--- config.mk ---
export PLATFORM = sky130hd
export DESIGN_NAME = hub_downstream_router
export DESIGN_NICKNAME = d
export VERILOG_FILES = /design/src/rtl/hub_downstream_router.sv
export SDC_FILE = /design/constraint.sdc
export NUM_CORES = 1
export LEC_CHECK = 0
export CORE_MARGIN = 3
export CORE_UTILIZATION = 29
export CTS_CLUSTER_DIAMETER = 30
export DETAILED_ROUTE_END_ITERATION = 8
export GPL_ROUTABILITY_DRIVEN = 0
export PLACE_DENSITY_LB_ADDON = 0.08
export REMOVE_ABC_BUFFERS = 1
export SETUP_SLACK_MARGIN = 0.1
export SYNTH_ARGS = -nofsm -noshare
export SYNTH_HDL_FRONTEND = slang
export SYNTH_SLANG_ARGS = --single-unit
--- constraint.sdc ---
create_clock -name clk -period 5.6 [get_ports clk]
set_input_delay 1.68 -clock clk [delete_from_list [all_inputs] [get_ports clk]]
set_output_delay 1.68 -clock clk [all_outputs]
set_load 0.1 [all_outputs]
--- src/rtl/hub_downstream_router.sv ---
// Hub downstream router: holds one message and delivers it to one link (unicast)
// or to every link (broadcast) under independent per-link backpressure.

module hub_downstream_lane (
    input  logic clk,
    input  logic reset,
    input  logic load,
    input  logic load_bit,
    input  logic ready,
    output logic pending,
    output logic block
);
    always_ff @(posedge clk) begin
        if (reset)
            pending <= 1'b0;
        else if (load)
            pending <= load_bit;
        else if (pending & ready)
            pending <= 1'b0;
    end

    // This link is still owed the held message and will not take it this cycle.
    assign block = pending & ~ready;
endmodule

module hub_downstream_router #(
    parameter int HUB_FIFO_WIDTH        = 32,
    parameter int DOWNSTREAM_FIFO_COUNT = 4,
    parameter int FPGAID_WIDTH          = 4,
    parameter int FPGA_ID               = 0,
    parameter int DROP_COUNTER_WIDTH    = 8
) (
    input  logic                                            clk,
    input  logic                                            reset,
    input  logic [HUB_FIFO_WIDTH-1:0]                       in_data,
    input  logic                                            in_valid,
    output logic                                            in_ready,
    output logic [DOWNSTREAM_FIFO_COUNT*HUB_FIFO_WIDTH-1:0] out_data,
    output logic [DOWNSTREAM_FIFO_COUNT-1:0]                out_valid,
    input  logic [DOWNSTREAM_FIFO_COUNT-1:0]                out_ready,
    output logic                                            busy,
    output logic [DROP_COUNTER_WIDTH-1:0]                   drop_count
);
    localparam int IDW = FPGAID_WIDTH + 1;
    localparam logic [IDW-1:0] ID_LO = IDW'(FPGA_ID + 1);
    localparam logic [IDW-1:0] ID_HI = IDW'(FPGA_ID + DOWNSTREAM_FIFO_COUNT);

    logic [HUB_FIFO_WIDTH-1:0]        hold_reg;
    logic                             hold_valid;
    logic [DOWNSTREAM_FIFO_COUNT-1:0] pending;
    logic [DOWNSTREAM_FIFO_COUNT-1:0] block;

    logic [FPGAID_WIDTH-1:0] dest;
    logic [IDW-1:0]          dest_ext;
    logic [IDW-1:0]          link_idx;
    logic                    is_bcast;
    logic                    is_map;
    logic                    keep;
    logic                    accept;
    logic                    load;
    logic                    done_now;

    // Decode is extended by one bit so FPGA_ID+COUNT cannot wrap.
    assign dest     = in_data[HUB_FIFO_WIDTH-1 -: FPGAID_WIDTH];
    assign dest_ext = {1'b0, dest};
    assign link_idx = dest_ext - ID_LO;
    assign is_bcast = &dest;
    assign is_map   = (dest_ext >= ID_LO) && (dest_ext <= ID_HI);
    assign keep     = is_bcast | is_map;

    assign done_now = hold_valid & ~(|block);
    assign in_ready = ~hold_valid | done_now;
    assign accept   = in_valid & in_ready;
    assign load     = accept & keep;
    assign busy     = hold_valid | in_valid;

    for (genvar p = 0; p < DOWNSTREAM_FIFO_COUNT; p++) begin : g_lane
        hub_downstream_lane u_lane (
            .clk      (clk),
            .reset    (reset),
            .load     (load),
            .load_bit (is_bcast | (is_map & (link_idx == IDW'(p)))),
            .ready    (out_ready[p]),
            .pending  (pending[p]),
            .block    (block[p])
        );
        assign out_valid[p]                          = hold_valid & pending[p];
        assign out_data[p*HUB_FIFO_WIDTH +: HUB_FIFO_WIDTH] = hold_reg;
    end

    always_ff @(posedge clk) begin
        if (reset) begin
            hold_reg   <= '0;
            hold_valid <= 1'b0;
            drop_count <= '0;
        end else begin
            if (load) begin
                hold_reg   <= in_data;
                hold_valid <= 1'b1;
            end else if (done_now) begin
                hold_valid <= 1'b0;
            end
            if (accept && !keep && (drop_count != '1))
                drop_count <= drop_count + 1'b1;
        end
    end
endmodule

; Yosys cells after proc, flatten, opt, wreduce, memory -nomap -nowiden
; Cells that the tools add are included.
; W data, S select, Z words.
[op_classes]
add_sub_neg = 2
order_cmp = 2
n_eq_ne = 4
n_mux = 10
bitwise = 32
reduce_logical = 12
[op_table]
columns = cell, count
row1 = $and A1 B1 Y1, 19
row2 = $eq A5 B2 Y1 const B, 2
row3 = $mux W1, 10
row4 = $reduce_bool A2 Y1, 5
row5 = $add A8 B1 Y8 const B, 1
row6 = $ne A8 B8 Y1 const B, 1
row7 = $or A1 B1 Y1, 7
row8 = $not A1 Y1, 6
row9 = $eq A5 B1 Y1 const B, 1
row10 = $logic_not A5 Y1, 1
row11 = $sub A4 B1 Y5 const B, 1
row12 = $ge A4 B1 Y1 const B, 1
row13 = $le A4 B3 Y1 const B, 1
row14 = $reduce_and A4 Y1, 1
row15 = $reduce_or A4 Y1, 1
row16 = $logic_and A1 B1 Y1, 3
row17 = $logic_not A1 Y1, 1
[word_totals]
ff_bits = 45
input_bits = 39
output_inout_bits = 142
word_cells = 69

; Longest topological paths before layout
[logic_depth]
depth_word = 9
ltp_mapped = 7
depth_no_buf = 5

; Modules after synthesis
; From an unflattened synthesis, not the netlist that was laid out.
[unflattened]
cells_unflattened = 287
area_unflattened_um2 = 2646.3
[modules_own_cells]
columns = module, instances, cells_each, area_per_inst_um2, seq_area_each_um2
row1 = hub_downstream_router, 1, 267, 2421.1, 820.8
row2 = hub_downstream_lane, 4, 5, 56.3, 20.0

; Worst setup path after synthesis
; OpenSTA, ideal clock, no wires.
[synth_path]
kind = input to output
startpoint = input out_ready[2]
endpoint = output in_ready
arrival_time_ns = 2.898
required_time_ns = 3.920
slack_ns = 1.022
stages = 4
n_path_buf = 1
path_cell_list = nor2b_1 o41a_1 inv_2 buf_2
[synth_between]
elab_chain_len = 6
[synth_rtl]
columns = element, line
row1 = from (decl), 40  ; input logic [DOWNSTREAM_FIFO_COUNT-1:0] out_ready,
row2 = $not A1 Y1, 23  ; assign block = pending & ~ready;
row3 = $and A1 B1 Y1, 23
row4 = $reduce_or A4 Y1, 71  ; assign done_now = hold_valid & ~(|block);
row5 = $not A1 Y1, 71
row6 = $and A1 B1 Y1, 71
row7 = $or A1 B1 Y1, 72  ; assign in_ready = ~hold_valid | done_now;
row8 = to (decl), 37  ; output logic in_ready,
; No other way between the ends.

; Final worst setup path
[layout_path]
startpoint = input out_ready[0]
endpoint = output in_ready
; Same word-level chain as after synthesis.

==> metrics <==
CTS sink count 45; share of layout cells above drive strength 1 0.150; initial antenna violation count 0; CP Data Required Time between 3 and 4 ns; sequential area share after synthesis 0.282; diode count 0; top_reg_cell synth dfxtp_1; clock buffer count from CTS 5; final hold violation count 0; worst path cell trace clkdlybuf4s50_1 -> nor2b_1 -> o41a_2 -> inv_2 -> buf_12; Root Buffer clkbuf_8; Max-Cap Viols 0; CTS clk-pin slew, worst paths approximately 0.090 ns; hold_buf cts 0; r2r worst-path depth 5; Max Fclk ~220 MHz; die width 111 µm; CP Data Arrival Time 2.96 ns; max-slew violations 0; htree depth 2; pwr dens 261 mW/mm²; CP Max Fanout 2; FFs w/ async S/R, synth 0; max reg flops 32; Fill cells between 1000 and 1500; Iter 0 DRT Violations between 100 and 150; Worst Setup Start Kind primary input; top cell type's share of synthesized area 0.282; cell depth of the worst setup path 5; Yosys reg bits 45; Post-synth EDFFs 0; # rows 37; drt wl/cell 17.0 µm; die area 0.0123 mm²; status finished clean; worst vdd ir about 0.00012 V; power consumption between 1000 and 1500 µW; Starting Density 0.304; Clock Skews between 0.006 and 0.007 ns; Min-Delay Path Class reg -> reg; worst setup path endpoint in_ready; Longest Clk Path Bufs 2; Buf/Inv on CP 3; Synth-to-Final Area Change 37.3%; ANT nets after route 0; gr usage total 0.146; Die H 111 µm; Final Setup Violations 0; most frequent cell after synthesis buf_4; Post-Place Worst Slack between 0.9 and 1 ns; Synth Instances 350; RR Startpoint g_lane[2].u_lane.pending$_SDFFE_PP0P_; nets@finish between 400 and 500; RSZ-0062 raised after global routing no; total gr overflow 0; setup bufs post-CTS 0; largest net degree at the start of global routing 51; CP Class in -> out; area leader, netlist dfxtp_1; Ys Warns 0; worst hold slack between 0.4 and 0.5 ns; core area around 0.011 mm²; # IOs ~180; slowest library cell on the worst path o41a_2; CTS tree done; worst-margin pin slew 1.11 ns; CP Capture Type output pin; register area approximately 900 µm²; Final TNS setup 0 ns; WL final 9340 µm; vias in the first global route approximately 2700; DRC viols 0; Worst path top cell family by delay buffers and inverters; total number of vias approximately 2700; final design utilization 0.417; Cell variety after synth 44; Synth area leaders dfxtp_1, buf_4, o31ai_2; Max stage delay on crit path roughly 0.5 ns; crit path time final about 4.6 ns; Lkg Pwr around 0.0014 µW; Multi-input gate area 0.00134 mm²; Critical path origin out_ready[0]; mapped cell area 0.00319 mm²; CTS resizes 0; first-pass GRT wire length 15000 µm; most instantiated cells after synthesis buf_4, dfxtp_1, nand4_1, a21oi_1, o31ai_2; Syn Area/Cell approximately 9 µm²; PnR worst setup slack between 0.9 and 1 ns; I/O Buffers 180; Reg-to-Reg End drop_count[0]$_SDFFE_PP0P_; FF-to-FF setup slack between 3 and 4 ns; Via density roughly 5.0; Pre-antenna DRT Iters 4; clk_lat worst skew 0.30 ns; Slew HR 0.259; Tcrit/Tclk final 0.829; post-DP HPWL 6100 µm
-- worst min-delay path: stages, from the launching register on --
cell and delay [ns]:
dfxtp_1 0.33, inv_1 0.05, o41ai_1 0.06
-- worst min path at each step --
stage,startpoint,to,cells after the start
after detailed placement,g_lane[3].u_lane.pending$_SDFFE_PP0P_,g_lane[3].u_lane.pending$_SDFFE_PP0P_,2
after global placement,g_lane[3].u_lane.pending$_SDFFE_PP0P_,g_lane[3].u_lane.pending$_SDFFE_PP0P_,2
after floorplan,g_lane[3].u_lane.pending$_SDFFE_PP0P_,g_lane[3].u_lane.pending$_SDFFE_PP0P_,2
after CTS,g_lane[3].u_lane.pending$_SDFFE_PP0P_,g_lane[3].u_lane.pending$_SDFFE_PP0P_,2
after global routing,g_lane[3].u_lane.pending$_SDFFE_PP0P_,g_lane[3].u_lane.pending$_SDFFE_PP0P_,2
final,g_lane[3].u_lane.pending$_SDFFE_PP0P_,g_lane[3].u_lane.pending$_SDFFE_PP0P_,2
-- through the flow --
| step | area (µm²) | instances |
|---|---|---|
| floorplan | 2260 | 223 |
| global placement | 4270 | 542 |
| detailed placement | 4270 | 542 |
| CTS | 4390 | 550 |
| global route | 4390 | 550 |
| finish | 4390 | 550 |
-- layer usage --
metal	share of wire	track usage
met5	0	0
met4	0.012	0.0312
met3	0.061	0.0295
met2	0.49	0.250
met1	0.43	0.189
-- cells by family after synthesis --
kind of cell | count (synthesis) | synth area share
muxes | 7 | 0.0243
buffers and inverters | 132 | 0.299
AOI/OAI and AO/OA | 80 | 0.210
DFF | 45 | 0.282
and+or+nand+nor | 85 | 0.181
adders and majority gates | 1 | 0.00392
-- where the power goes --
group          leakage [µW]  internal, µW  switching (µW)
sequential         0.000366           334            17.9
clock             0.0000585           146             117
combinational      0.000978           119             411
total               0.00140           598             546
-- cells in the final DEF, fill, tap and decap left out, drive strengths merged, types with 2 or more instances in the layout --
| master | instances |
|---|---|
| nor4 | 7 |
| dfxtp | 45 |
| and3 | 2 |
| a21oi | 32 |
| a31oi | 3 |
| nor3 | 2 |
| clkbuf | 7 |
| o31ai | 31 |
| nand3 | 2 |
| nand4 | 35 |
| nor2b | 11 |
| nor2 | 8 |
| or3b | 3 |
| nand3b | 2 |
| nand2 | 4 |
| clkdlybuf4s50 | 177 |
| buf | 6 |
| and2 | 5 |
| a311oi | 2 |
| o21ai | 3 |
| a211oi | 2 |
| o2111ai | 2 |
| inv | 5 |
| mux2 | 6 |
-- area by class of cell --
| class | count | area share |
|---|---|---|
| clock buffers | 7 | 0.0197 |
| clock inverters | 1 | 0.00685 |
| inverters | 5 | 0.00428 |
| multi-input cells | 173 | 0.306 |
| flip-flops and latches | 45 | 0.205 |
| well taps | 136 | 0.0388 |
| repair buffers | 183 | 0.419 |
Power figures use the tool's default switching activity.
